`src/rtl/norm_frame_assembler_if.sv`:
```
// Bundle of the sample, coefficient and frame-output signals of norm_frame_assembler.
// The master modport drives the samples and coefficients; the slave modport is the assembler.
interface norm_frame_assembler_if #(
  parameter int CH = 6,
  parameter int DW = 16
);
  localparam int AW = (CH > 1) ? $clog2(CH) : 1;

  logic              i_clear;
  logic              i_cfg_we;
  logic              i_cfg_sel;
  logic [AW-1:0]     i_cfg_addr;
  logic [DW-1:0]     i_cfg_data;
  logic              i_valid;
  logic              o_ready;
  logic [DW-1:0]     i_data;
  logic              o_frame_valid;
  logic              i_frame_ready;
  logic [CH*DW-1:0]  o_frame;
  logic [15:0]       o_frame_cnt;

  modport master (
    output i_clear, i_cfg_we, i_cfg_sel, i_cfg_addr, i_cfg_data,
    output i_valid, i_data, i_frame_ready,
    input  o_ready, o_frame_valid, o_frame, o_frame_cnt
  );

  modport slave (
    input  i_clear, i_cfg_we, i_cfg_sel, i_cfg_addr, i_cfg_data,
    input  i_valid, i_data, i_frame_ready,
    output o_ready, o_frame_valid, o_frame, o_frame_cnt
  );
endinterface

```
`src/rtl/norm_frame_assembler.sv`:
```
// Normalizes raw glove samples per channel and packs one Q8.8 frame per sensor sweep.
// Normalize computes (x - mean) * 256 / std, truncated toward zero and saturated to 16 bits.
module Normalize (
  input  logic signed [15:0] i_x,
  input  logic signed [15:0] i_mean,
  input  logic        [15:0] i_std,
  output logic signed [15:0] o_norm
);
  logic signed [16:0] w_diff;
  logic signed [25:0] w_num;
  logic signed [25:0] w_den;
  logic signed [25:0] w_quot;

  always_comb begin
    w_diff = {i_x[15], i_x} - {i_mean[15], i_mean};
    w_num  = {w_diff[16], w_diff, 8'd0};
    w_den  = {10'd0, i_std};
    w_quot = w_num / w_den;
    if (w_quot > 26'sd32767) begin
      o_norm = 16'sh7FFF;
    end else if (w_quot < -26'sd32768) begin
      o_norm = -16'sd32768;
    end else begin
      o_norm = w_quot[15:0];
    end
  end
endmodule

module norm_frame_assembler #(
  parameter int CH = 6,
  parameter int DW = 16
) (
  input logic i_clk,
  input logic i_rst,
  norm_frame_assembler_if.slave bus
);
  localparam int AW = (CH > 1) ? $clog2(CH) : 1;

  typedef enum logic {FILL, HOLD} asm_state_t;

  asm_state_t        r_state;
  logic [AW-1:0]     r_idx;
  logic [DW-1:0]     r_mean [CH];
  logic [DW-1:0]     r_std  [CH];
  logic [DW-1:0]     r_asm  [CH];
  logic [CH*DW-1:0]  r_frame;
  logic              r_frameValid;
  logic [15:0]       r_frameCnt;

  logic [DW-1:0]     w_norm;
  logic              w_accept;
  logic              w_xfer;

  Normalize u_norm (
    .i_x    (bus.i_data),
    .i_mean (r_mean[r_idx]),
    .i_std  (r_std[r_idx]),
    .o_norm (w_norm)
  );

  // A flush in the same cycle drops the offered sample.
  assign w_accept = bus.i_valid && (r_state == FILL) && !bus.i_clear;
  assign w_xfer   = (r_state == HOLD) && (!r_frameValid || bus.i_frame_ready);

  assign bus.o_ready       = (r_state == FILL);
  assign bus.o_frame_valid = r_frameValid;
  assign bus.o_frame       = r_frame;
  assign bus.o_frame_cnt   = r_frameCnt;

  always_ff @(posedge i_clk or posedge i_rst) begin
    if (i_rst) begin
      r_state      <= FILL;
      r_idx        <= '0;
      r_frame      <= '0;
      r_frameValid <= 1'b0;
      r_frameCnt   <= '0;
      for (int c = 0; c < CH; c++) begin
        r_mean[c] <= '0;
        r_std[c]  <= DW'(1);
        r_asm[c]  <= '0;
      end
    end else begin
      // A zero std is stored as 1 so the divider never sees zero.
      if (bus.i_cfg_we && (32'(bus.i_cfg_addr) < CH)) begin
        if (bus.i_cfg_sel) begin
          r_std[bus.i_cfg_addr] <= (bus.i_cfg_data == '0) ? DW'(1) : bus.i_cfg_data;
        end else begin
          r_mean[bus.i_cfg_addr] <= bus.i_cfg_data;
        end
      end

      if (w_accept) begin
        r_asm[r_idx] <= w_norm;
        if (r_idx == AW'(CH - 1)) begin
          r_idx   <= '0;
          r_state <= HOLD;
        end else begin
          r_idx <= r_idx + AW'(1);
        end
      end

      if (w_xfer) begin
        for (int c = 0; c < CH; c++) begin
          r_frame[c*DW +: DW] <= r_asm[c];
        end
        r_frameValid <= 1'b1;
        r_frameCnt   <= r_frameCnt + 16'd1;
        r_state      <= FILL;
      end else if (r_frameValid && bus.i_frame_ready) begin
        r_frameValid <= 1'b0;
      end

      if (bus.i_clear) begin
        r_idx   <= '0;
        r_state <= FILL;
      end
    end
  end
endmodule

```
`src/flat_wrapper.sv`:
```
// flat-port wrapper written by rule: the top's interface ports become plain ports
module norm_frame_assembler_flat 
#(
  parameter int CH = 6,
  parameter int DW = 16
)
  (i_clk, i_rst, bus_i_clear, bus_i_cfg_we, bus_i_cfg_sel, bus_i_cfg_addr, bus_i_cfg_data, bus_i_valid, bus_i_data, bus_i_frame_ready, bus_o_ready, bus_o_frame_valid, bus_o_frame, bus_o_frame_cnt);
  norm_frame_assembler_if #(.CH(CH), .DW(DW)) bus_i ();
  input logic i_clk;
  input logic i_rst;
  input wire logic [$bits(bus_i.i_clear)-1:0] bus_i_clear;
  input wire logic [$bits(bus_i.i_cfg_we)-1:0] bus_i_cfg_we;
  input wire logic [$bits(bus_i.i_cfg_sel)-1:0] bus_i_cfg_sel;
  input wire logic [$bits(bus_i.i_cfg_addr)-1:0] bus_i_cfg_addr;
  input wire logic [$bits(bus_i.i_cfg_data)-1:0] bus_i_cfg_data;
  input wire logic [$bits(bus_i.i_valid)-1:0] bus_i_valid;
  input wire logic [$bits(bus_i.i_data)-1:0] bus_i_data;
  input wire logic [$bits(bus_i.i_frame_ready)-1:0] bus_i_frame_ready;
  output wire logic [$bits(bus_i.o_ready)-1:0] bus_o_ready;
  output wire logic [$bits(bus_i.o_frame_valid)-1:0] bus_o_frame_valid;
  output wire logic [$bits(bus_i.o_frame)-1:0] bus_o_frame;
  output wire logic [$bits(bus_i.o_frame_cnt)-1:0] bus_o_frame_cnt;
  assign bus_i.i_clear = bus_i_clear;
  assign bus_i.i_cfg_we = bus_i_cfg_we;
  assign bus_i.i_cfg_sel = bus_i_cfg_sel;
  assign bus_i.i_cfg_addr = bus_i_cfg_addr;
  assign bus_i.i_cfg_data = bus_i_cfg_data;
  assign bus_i.i_valid = bus_i_valid;
  assign bus_i.i_data = bus_i_data;
  assign bus_i.i_frame_ready = bus_i_frame_ready;
  assign bus_o_ready = bus_i.o_ready;
  assign bus_o_frame_valid = bus_i.o_frame_valid;
  assign bus_o_frame = bus_i.o_frame;
  assign bus_o_frame_cnt = bus_i.o_frame_cnt;
  norm_frame_assembler #(.CH(CH), .DW(DW)) u_core (.i_clk(i_clk), .i_rst(i_rst), .bus(bus_i));
endmodule
```
`config.mk`:
```
export PLATFORM = sky130hd
export DESIGN_NAME = norm_frame_assembler_flat
export DESIGN_NICKNAME = d
export VERILOG_FILES = /design/src/rtl/norm_frame_assembler_if.sv /design/src/rtl/norm_frame_assembler.sv /design/src/flat_wrapper.sv
export SDC_FILE = /design/constraint.sdc
export NUM_CORES = 2
export LEC_CHECK = 0
export BUFFER_PORTS_ARGS = -buffer_cell sky130_fd_sc_hd__buf_2
export CELL_PAD_IN_SITES_DETAIL_PLACEMENT = 1
export CELL_PAD_IN_SITES_GLOBAL_PLACEMENT = 1
export CORE_MARGIN = 10
export CORE_UTILIZATION = 35
export DETAILED_ROUTE_END_ITERATION = 8
export PLACE_DENSITY = 0.72
export SYNTH_ARGS = -nofsm -noshare
export SYNTH_HDL_FRONTEND = slang
export SYNTH_SLANG_ARGS = --single-unit
export TNS_END_PERCENT = 20
```
`constraint.sdc`:
```
create_clock -name i_clk -period 72 [get_ports i_clk]
set_input_delay 3.6 -clock i_clk [delete_from_list [all_inputs] [get_ports i_clk]]
set_output_delay 3.6 -clock i_clk [all_outputs]
set_load 0.1 [all_outputs]
```
==> run metrics <==
warning count from the yosys run=0; most instantiated flip-flop cell in the synthesis netlist=sky130_fd_sc_hd__dfrtp_1; portion of synthesized cell area occupied by the leading cell type=0.273; fin nets=4914; number of stages on the worst setup path=303; crit share post-route=0.943; fill cell count=12300; WL final=133 mm; TritonCTS sink count=405; number of port buffers=155; drt via density=5.84; floorplan row count=118; endpoint required time on the critical path=72.46 ns; via total after detailed routing=34900; sequential cell area fraction in the yosys report=0.277; most common cell in the netlist=sky130_fd_sc_hd__nand2_1; post-route core utilization=0.401; Tot GR Track Use=0.216; insertion delay to the later sink of the worst-skew pair=0.58 ns; most frequent CP cell=sky130_fd_sc_hd__ha_1; num ports=156; Worst Setup End Kind=flip-flop; Worst slew margin=0.188; CTS tree=done; FFs w/ async S/R, synth=1.00; Final Hold Viols=0; gr ovfl total=0; gate family responsible for the most delay along the worst path=compound AO/OA/AOI/OAI gates; Worst Tran Pin Value=1.21 ns; cell chosen for the clock root=sky130_fd_sc_hd__clkbuf_16; worst min-delay path endpoint=u_core.bus.o_frame[3]; Worst Hold Path Cells=2; Crit path arrival time=68.39 ns; H-tree levels=2; via count of the first global-routing pass=35900; final clock skew=0.0356 ns; crit path kind=input port to flip-flop; final critical path time including I/O delays and setup=67.93 ns; Std-Cell Core Area=0.104 mm2; area taken by multi-input logic gates=0.0260 mm2; launch point of the worst hold path=u_core.r_asm[83]; Area contributors post-synth=sky130_fd_sc_hd__dfrtp_1, sky130_fd_sc_hd__ha_1, sky130_fd_sc_hd__mux2_2, sky130_fd_sc_hd__nand2_1, sky130_fd_sc_hd__a21oi_1; width of the chip=343 um; kind of path behind the tightest hold check=flip-flop to flip-flop; first-iteration detailed-routing DRC count=2205; Register-to-Register Setup Slack=4.78 ns; Remaining DRCs=0; biggest fanout along the worst timing path=35; result of the run=complete, no violations; weighted congestion reported at the end of routability-driven placement=0.898; Final setup viols=0; Sequential cell area=0.0101 mm2; global-route wire length before repair=207 mm; Mean Syn Cell Area=8.32 um2; initial antenna violation count=2; number of flops mapped to enable cells by yosys=0; slowest cell delay on critical path=0.67 ns; number of buffers inserted for hold repair after clock tree synthesis=0; Starting Density=0.353; top achievable clock speed=14.7 MHz; DRT Pass-1 Iters=5; fraction of final layout cells sized beyond drive strength 1=0.183; maximum capacitance violations=0; Clock transition at path regs=0.07 ns; final HPWL from detailed placement=98.5 mm; Post-synth top cells=sky130_fd_sc_hd__nand2_1, sky130_fd_sc_hd__dfrtp_1, sky130_fd_sc_hd__nor2_1; Routed WL per cell=22.3 um; Mapped Cells=4398; Buf+Inv Stages, Crit Path=28; endpoint of the worst register-to-register path=u_core.r_asm[10]; Final ANT Viol Nets=0; top cell type by total area after synthesis=sky130_fd_sc_hd__dfrtp_1; post-synthesis instance area=0.0366 mm2; Die Ht=343 um; overall die area=0.118 mm2; number of nets in the synthesized netlist=4750; maximum number of pins on one net before global-route repair=193; slowest cell on the critical path=sky130_fd_sc_hd__or4_4; growth of design area from synthesis to finish=13.7%; reg2reg start=u_core.r_idx[2]; max-slew violation count=0; post-synth cell types=110; number of storage elements in the synthesis netlist=405; Max clock buf depth=3; CP Launch Type=input port; number of cells on the worst reg-to-reg path=304; Num CTS Buffers=38
layout by cell type (no fill, tap or decap), drive strengths merged, types with 86 or more instances in the layout:
master and instances:
a21oi 294, dfrtp 399, xnor2 138, nor2 379, a21o 108, xor2 86
inv 104, nor3 141, o21ai 257, buf 309, ha 308, nand2 618
mux2 270
metrics by stage:
step / std cells / worst slack (ns) / TNS [ns] / hold slack (ns) / instance area, um2
after floorplan: 4398 / 3.25 / 0 / 0.439 / 36600
after global placement: 5856 / -1.63 / -119.66 / 0.449 / 39400
after detailed placement: 5856 / -3.21 / -257.13 / 0.454 / 39400
after CTS: 5931 / 0.0561 / 0 / 0.470 / 40900
after global routing: 5973 / -0.311 / -16.46 / 0.492 / 41600
final: 5973 / 4.07 / 0 / 0.467 / 41600
logic make-up (layout without fill, tap and decap cells):
group                    count (synthesis)  after routing  share of synthesized area
XOR/XNOR                               224            224                     0.0538
other                                    1              3                   0.000103
AO/OA/AOI/OAI                         1206           1207                      0.220
flip-flops                             405            405                      0.277
buffers and inverters                  291            483                     0.0309
adder cells (fa/ha/maj)                310            310                      0.106
multiplexers                           346            346                      0.104
AND/OR/NAND/NOR                       1615           1615                      0.207
area by class of cell:
cell class                 count  area share
sequential                   405       0.244
tap                         1380      0.0415
multi-input combinational   3703       0.625
inverter                     104     0.00957
timing repair buffer         310      0.0486
clock inverter                14     0.00490
clock buffer                  55      0.0268
antenna                        2    0.000120
layer usage:
metal | vias up | routed length [um] | GRT usage
met5 | - | 0 | 0
met4 | 0 | 3060 | 0.0558
met3 | 170 | 5440 | 0.0172
met2 | 743 | 63700 | 0.375
met1 | 17500 | 60800 | 0.288
li1 | 16400 | - | -
sequential cells by signal, indices dropped and copies added (netlist names):
register,flops
u_core.bus.o_frame_cnt,16
u_core.r_std,96
u_core.r_mean,96
u_core.bus.o_frame_valid,1
u_core.r_idx,3
u_core.bus.o_frame,96
u_core.r_state,1
u_core.r_asm,96
worst reg2reg max path, delay by kind of cell, from the launching register on:
family,cells,cell delay [ns]
mux,9,3.01
xor+xnor,1,0.30
buf+inv,26,4.68
flops,1,0.75
fa+ha+maj,28,8.75
simple gates,85,18.20
compound gates,155,31.45
timing repair:
item                                    CTS  global route
cloned                                    1             1
endpoints found under the setup margin   90            96
setup buffers                             5            39
resized for setup                        30            96
pin swaps                                 4            21
worst max-delay path by stage:
stage	from	end	slack (ns)
CTS	bus_i_data[0]	u_core.r_asm[5]	0.06
global route	bus_i_data[0]	u_core.r_asm[10]	-0.31
finish	bus_i_data[0]	u_core.r_asm[10]	4.07
global placement	bus_i_data[0]	u_core.r_asm[62]	-1.63
floorplan	bus_i_data[0]	u_core.r_asm[11]	3.25
detailed placement	bus_i_data[0]	u_core.r_asm[78]	-3.21
Power is left out: the tool's default activity adds up to more than one toggle a clock period on the data nets, which glitch-free logic cannot reach.
